File: config.mk
export PLATFORM = sky130hd
export DESIGN_NAME = harvos_dma_arbiter
export DESIGN_NICKNAME = d
export VERILOG_FILES = /design/src/rtl/harvos_dma_arbiter.sv
export SDC_FILE = /design/constraint.sdc
export NUM_CORES = 1
export LEC_CHECK = 0
export CAP_MARGIN = 20
export CORE_AREA = 2 2 183 185
export CTS_CLUSTER_DIAMETER = 80
export CTS_CLUSTER_SIZE = 28
export DETAILED_ROUTE_END_ITERATION = 10
export DIE_AREA = 0 0 185 187
export SLEW_MARGIN = 20
export SYNTH_ARGS = -nofsm -noshare
export SYNTH_HDL_FRONTEND = slang
export SYNTH_SLANG_ARGS = --single-unit
File: constraint.sdc
create_clock -name clk -period 12.55 [get_ports clk]
set_input_delay 1.255 -clock clk [delete_from_list [all_inputs] [get_ports clk]]
set_output_delay 1.255 -clock clk [all_outputs]
set_load 0.1 [all_outputs]
File: src/rtl/harvos_dma_arbiter.sv
// Four-requester round-robin DMA arbiter in front of a single firewall master port.
// Tracks per-requester faults, aborts stalled accesses, and locks out repeat offenders.
module harvos_dma_arbiter #(
   parameter int TIMEOUT     = 255,
   parameter int LOCK_THRESH = 3
) (
   input  logic         clk,
   input  logic         rst,
   input  logic [3:0]   m_req,
   input  logic [3:0]   m_we,
   input  logic [15:0]  m_be,
   input  logic [127:0] m_addr,
   input  logic [127:0] m_wdata,
   output logic [3:0]   m_done,
   output logic [3:0]   m_fault,
   output logic [31:0]  m_rdata,
   output logic         d_req,
   output logic         d_we,
   output logic [3:0]   d_be,
   output logic [31:0]  d_addr,
   output logic [31:0]  d_wdata,
   input  logic [31:0]  d_rdata,
   input  logic         d_done,
   input  logic         d_fault,
   input  logic [3:0]   clr,
   output logic [3:0]   locked,
   output logic [31:0]  fault_cnt
);

   localparam logic [1:0] ST_IDLE  = 2'd0;
   localparam logic [1:0] ST_ISSUE = 2'd1;
   localparam logic [1:0] ST_WAIT  = 2'd2;
   localparam logic [1:0] ST_ABORT = 2'd3;

   localparam logic [15:0] TMO_LAST = 16'(TIMEOUT - 1);
   localparam logic [4:0]  LOCK_LVL = 5'(LOCK_THRESH);

   logic [1:0]       state;
   logic [1:0]       gnt;
   logic [1:0]       last;
   logic             lat_we;
   logic [3:0]       lat_be;
   logic [31:0]      lat_addr;
   logic [31:0]      lat_wdata;
   logic [15:0]      tmo_cnt;
   logic [3:0]       lock_q;
   logic [3:0][7:0]  fcnt;
   logic [3:0][3:0]  consec;

   logic [3:0]       eligible;
   logic             pick_valid;
   logic [1:0]       pick_idx;
   logic [1:0]       cand;
   logic             done_ok;
   logic             done_abort;
   logic             done_any;
   logic             done_fault;

   assign eligible = m_req & ~lock_q;

   // Scan starts one past the last grant, so the previous winner is considered last.
   always_comb begin
      // NOTE: every variable assigned here gets a default first, otherwise paths
      // that skip an assignment would infer a latch.
      pick_valid = 1'b0;
      pick_idx   = last;
      cand       = last;
      for (int k = 1; k <= 4; k++) begin
         cand = last + 2'(k);
         if (!pick_valid && eligible[cand]) begin
            pick_valid = 1'b1;
            pick_idx   = cand;
         end
      end
   end

   // A d_done that lands on the final WAIT cycle is a normal completion, not an abort.
   assign done_ok    = (state == ST_WAIT) && d_done;
   assign done_abort = (state == ST_ABORT);
   assign done_any   = done_ok || done_abort;
   assign done_fault = done_abort || (done_ok && d_fault);

   assign m_done    = done_any   ? (4'b0001 << gnt) : 4'b0000;
   assign m_fault   = done_fault ? (4'b0001 << gnt) : 4'b0000;
   assign m_rdata   = (done_ok && !lat_we) ? d_rdata : 32'h0;
   assign d_req     = (state == ST_ISSUE);
   assign d_we      = lat_we;
   assign d_be      = lat_be;
   assign d_addr    = lat_addr;
   assign d_wdata   = lat_wdata;
   assign locked    = lock_q;
   assign fault_cnt = fcnt;

   // NOTE: state registers use non-blocking assignments so every flop samples
   // the pre-edge value of its neighbours, independent of statement order.
   always_ff @(posedge clk or posedge rst) begin
      if (rst) begin
         state     <= ST_IDLE;
         gnt       <= 2'd0;
         last      <= 2'd3;
         lat_we    <= 1'b0;
         lat_be    <= 4'h0;
         lat_addr  <= 32'h0;
         lat_wdata <= 32'h0;
         tmo_cnt   <= 16'h0;
      end else begin
         case (state)
            ST_IDLE: begin
               if (pick_valid) begin
                  gnt       <= pick_idx;
                  last      <= pick_idx;
                  lat_we    <= m_we[pick_idx];
                  lat_be    <= m_be[4*pick_idx +: 4];
                  lat_addr  <= m_addr[32*pick_idx +: 32];
                  lat_wdata <= m_wdata[32*pick_idx +: 32];
                  state     <= ST_ISSUE;
               end
            end
            ST_ISSUE: begin
               tmo_cnt <= 16'h0;
               state   <= ST_WAIT;
            end
            ST_WAIT: begin
               if (d_done) begin
                  state <= ST_IDLE;
               end else if (tmo_cnt == TMO_LAST) begin
                  state <= ST_ABORT;
               end else begin
                  tmo_cnt <= tmo_cnt + 16'd1;
               end
            end
            ST_ABORT: state <= ST_IDLE;
            default:  state <= ST_IDLE;
         endcase
      end
   end

   // Fault bookkeeping; a clear pulse overrides a same-cycle fault for that requester.
   always_ff @(posedge clk or posedge rst) begin
      if (rst) begin
         lock_q <= 4'h0;
         fcnt   <= '0;
         consec <= '0;
      end else begin
         for (int i = 0; i < 4; i++) begin
            if (clr[i]) begin
               lock_q[i] <= 1'b0;
               fcnt[i]   <= 8'h0;
               consec[i] <= 4'h0;
            end else if (done_any && (gnt == 2'(i))) begin
               if (done_fault) begin
                  if (fcnt[i] != 8'hFF) fcnt[i] <= fcnt[i] + 8'd1;
                  if (consec[i] != 4'hF) consec[i] <= consec[i] + 4'd1;
                  if (({1'b0, consec[i]} + 5'd1) >= LOCK_LVL) lock_q[i] <= 1'b1;
               end else begin
                  consec[i] <= 4'h0;
               end
            end
         end
      end
   end

endmodule

==> run_summary.xml <==
<?xml version="1.0" encoding="UTF-8"?>
<metrics>
  <group name="cells_and_area">
    <metric name="drive_gt1_share" unit="%">4.30</metric>
    <metric name="final_design_area_no_fill" unit="um^2">14200</metric>
    <metric name="final_nets" unit="">1652</metric>
    <metric name="area.growth.synth_to_final" unit="%">65.4</metric>
    <metric name="final-instance-count-excl-fill" unit="">1775</metric>
  </group>
  <group name="grt">
    <metric name="antenna_found_initial" unit="">4</metric>
    <metric name="first_pass_grt_wire_length" unit="um">49300</metric>
    <metric name="largest_net_degree_at_the_start_of_global_routing" unit="">83</metric>
    <metric name="overflow" unit="">0</metric>
    <metric name="first_global_vias" unit="">8484</metric>
    <metric name="groute.usage.overall" unit="%">18.6</metric>
  </group>
  <group name="outcome">
    <metric name="status" unit="">finished clean</metric>
  </group>
  <group name="synth">
    <metric name="post-synth-top-area-cell" unit="">dfrtp_1</metric>
    <metric name="synthesis.instances" unit="">877</metric>
    <metric name="synth_nets" unit="">1216</metric>
    <metric name="asyncSetResetFlopFracSynth" unit="%">100</metric>
    <metric name="syn_area_per_cell" unit="um^2">9.81</metric>
    <metric name="syn_area" unit="um^2">8600</metric>
    <metric name="synth.area.top_cells" unit="">dfrtp_1 41%, mux2i_1 17%, o221ai_1 7.1%</metric>
    <metric name="synth_edf_count" unit="">0</metric>
    <metric name="synth_top_cells_by_count" unit="">143 x mux2i_1, 141 x dfrtp_1, 118 x nand2_1, 70 x o221ai_1, 53 x nor2_1</metric>
    <metric name="ys.warnings.count" unit="">0</metric>
    <metric name="number_of_unique_standard_cell_types_used_by_synthesis" unit="">58</metric>
    <metric name="netlist.area_leader.share" unit="%">41.0</metric>
    <metric name="synth_most_common_cell" unit="">mux2i_1</metric>
    <metric name="synth_top_flop_cell" unit="">dfrtp_1</metric>
    <metric name="synth-seq-cells" unit="">143</metric>
    <metric name="synth_sequential_area_ratio" unit="%">41.6</metric>
  </group>
  <group name="setup_path">
    <metric name="worstRegToRegCells" unit="">6</metric>
    <metric name="setup.worst_path.end_class" unit="">output port</metric>
    <metric name="critical_path.max_fanout" unit="">11</metric>
    <metric name="critical_path.cell_chain" unit="">clkdlybuf4s50_1, a31o_2, nand3b_1, inv_1, clkdlybuf4s50_1</metric>
    <metric name="worstPathRequired" unit="ns">11.30</metric>
    <metric name="critical_path_depth" unit="">5</metric>
    <metric name="cell_at_the_slowest_stage_of_the_critical_path" unit="">clkdlybuf4s50_1</metric>
    <metric name="critical_path_buf_inv_count" unit="">3</metric>
    <metric name="regToRegSetupSlack" unit="ns">9.27</metric>
    <metric name="path_class" unit="">in -&gt; out</metric>
    <metric name="cp_common_cell" unit="">clkdlybuf4s50_1</metric>
    <metric name="max_stage_delay" unit="ns">1.18</metric>
    <metric name="worst_path_dominant_cell_family" unit="">buffers and inverters</metric>
    <metric name="startpoint_type" unit="">input pin</metric>
    <metric name="worst_ep_arrival_time" unit="ns">3.77</metric>
  </group>
  <group name="power">
    <metric name="vdd_drop_max" unit="mV">0.183</metric>
    <metric name="power_leakage" unit="nW">6.00</metric>
    <metric name="powerDensity" unit="nW/um^2">236</metric>
    <metric name="total_power" unit="W">0.00336</metric>
  </group>
  <group name="drt">
    <metric name="drt-pass1-iter-count" unit="">5</metric>
    <metric name="route.vias.total" unit="">8528</metric>
    <metric name="antenna_left" unit="">0</metric>
    <metric name="dr.first_iter.drc_count" unit="">437</metric>
    <metric name="detail_route.wl_per_cell" unit="um">18.4</metric>
    <metric name="drc" unit="">0</metric>
    <metric name="post_drt_via_cell_ratio" unit="">4.80</metric>
    <metric name="route.final.wire_length" unit="um">32700</metric>
  </group>
  <group name="sta">
    <metric name="fin_setup_tns" unit="ns">0</metric>
    <metric name="final_max_slew_viol_count" unit="">0</metric>
    <metric name="final_hold_vios" unit="">0</metric>
    <metric name="f_max" unit="GHz">0.199</metric>
    <metric name="setup_viol" unit="">0</metric>
    <metric name="min_period_over_period" unit="%">40.0</metric>
    <metric name="unrepaired_setup_endpoints_after_global_routing" unit="">no</metric>
    <metric name="slew_headroom" unit="%">27.4</metric>
    <metric name="layout_min_cycle_time" unit="ns">5.03</metric>
    <metric name="worst_slew_pin_slew" unit="ns">1.09</metric>
    <metric name="finClkSkew" unit="ns">0.0101</metric>
    <metric name="fin_hold_ws" unit="ns">0.482</metric>
  </group>
  <group name="clock_network">
    <metric name="tritoncts.num_buffers" unit="">17</metric>
    <metric name="clock_pin_slew_on_the_worst_setup_and_hold_paths" unit="ns">0.06</metric>
    <metric name="post_cts_hold_buffer_count" unit="">0</metric>
    <metric name="insertion_delay" unit="ns">0.44</metric>
    <metric name="clock_tree_from_tritoncts" unit="">built</metric>
    <metric name="cts.repair_timing.setup_buffer_count" unit="">0</metric>
    <metric name="cts.sink_count" unit="">143</metric>
    <metric name="htreeDepth" unit="">4</metric>
    <metric name="cts_repair_resize_count" unit="">0</metric>
    <metric name="root_driver" unit="">clkbuf_16</metric>
    <metric name="cts_max_path_buffers" unit="">2</metric>
  </group>
  <group name="min_path">
    <metric name="min_path_type" unit="">reg -&gt; reg</metric>
    <metric name="min_path_cells" unit="">2</metric>
  </group>
  <group name="placement">
    <metric name="place_congestion" unit="">0.809</metric>
    <metric name="postPlaceCellArea" unit="um^2">13600</metric>
    <metric name="numPortBuffers" unit="">465</metric>
    <metric name="place.detailed.hpwl" unit="um">24800</metric>
    <metric name="placed_instances" unit="">1742</metric>
  </group>
  <group name="floorplanning">
    <metric name="floorplan.initialDensity" unit="%">26.2</metric>
    <metric name="die_y" unit="um">187</metric>
    <metric name="core_area" unit="um^2">32900</metric>
    <metric name="std_cell_rows" unit="">67</metric>
    <metric name="floorplan_die_area" unit="um^2">34600</metric>
    <metric name="die_width" unit="um">185</metric>
    <metric name="boundaryPins" unit="">466</metric>
  </group>
  <group name="run">
    <metric name="timing.max_cap.violations" unit="">0</metric>
  </group>
</metrics>
## per-stage QoR
stage / util, % / setup WS [ns]
6_report: 43.3 / 7.52
3_5_place_dp: 41.4 / 7.51
3_3_place_gp: 41.4 / 7.56
2_1_floorplan: - / 7.46
4_1_cts: 43.3 / 7.51
5_1_grt: 43.3 / 7.39
## cells in the final DEF, fill, tap and decap left out, drive strengths merged, types with 12 or more instances in the layout
| cell type | n |
|---|---|
| dfrtp | 141 |
| ha | 19 |
| o21ai | 26 |
| mux2i | 143 |
| nand4 | 12 |
| clkbuf | 18 |
| nor2 | 54 |
| inv | 23 |
| o221ai | 70 |
| nand3 | 22 |
| xor2 | 18 |
| a21oi | 19 |
| nor3 | 15 |
| xnor2 | 15 |
| nand2 | 118 |
| clkdlybuf4s50 | 465 |
| and2 | 34 |
## layer usage
metal,vias up,wire [um],track usage [%]
met2,370,15900,31.3
met4,6,986,7.42
met3,62,2860,5.57
met1,3998,12900,22.1
li1,4092,-,-
met5,-,32,0
## path summary, 6_finish.rpt
kind / end / from
max: m_fault[1] / d_done
min: d_wdata[29] / d_wdata[29]
max reg2reg: d_addr[11] / locked[3]
min reg2reg: d_wdata[29] / d_wdata[29]
max in group asynchronous: fault_cnt[28] / rst
min in group asynchronous: tmo_cnt[5] / rst
## state kept, by name, indices dropped and copies added (netlist names)
| register | flops |
|---|---|
| d_addr | 32 |
| d_we | 1 |
| fault_cnt | 32 |
| last | 2 |
| d_wdata | 32 |
| gnt | 2 |
| tmo_cnt | 16 |
| d_be | 4 |
| locked | 4 |
| state | 2 |
| consec | 16 |
## report_power, final
| group | switching, W | internal (W) | total [W] |
|---|---|---|---|
| registers | 0.0000904 | 0.000596 | 0.000686 |
| clock network | 0.000222 | 0.000317 | 0.000538 |
| logic | 0.00153 | 0.000604 | 0.00214 |
| total | 0.00184 | 0.00152 | 0.00336 |
## area by class of cell
| type | instances | area, um^2 |
|---|---|---|
| fillers | 3234 | 18600 |
| repair buffers | 471 | 4700 |
| multi-input cells | 661 | 4690 |
| flip-flops and latches | 143 | 3580 |
| well taps | 448 | 561 |
| clock buffers | 18 | 429 |
| clock inverters | 14 | 183 |
| inverters | 19 | 76.3 |
| diodes | 1 | 2.50 |
## logic make-up (layout without fill, tap and decap cells)
family          after synthesis  count (layout)  share of synthesized area [%]
compound gates              152             152                           13.4
xor+xnor                     33              33                           3.36
fa+ha+maj                    19              19                           2.76
buf+inv                      73             522                           4.06
flops                       143             143                           41.6
mux                         143             143                           16.6
other cells                   0               1                              0
simple gates                314             314                           18.1
## tightest hold or removal path: cells and delay by family (launching register included)
family | cells | cell delay [ns]
flops | 1 | 0.34
compound gates | 1 | 0.06
simple gates | 1 | 0.05
Power figures use the tool's default switching activity.
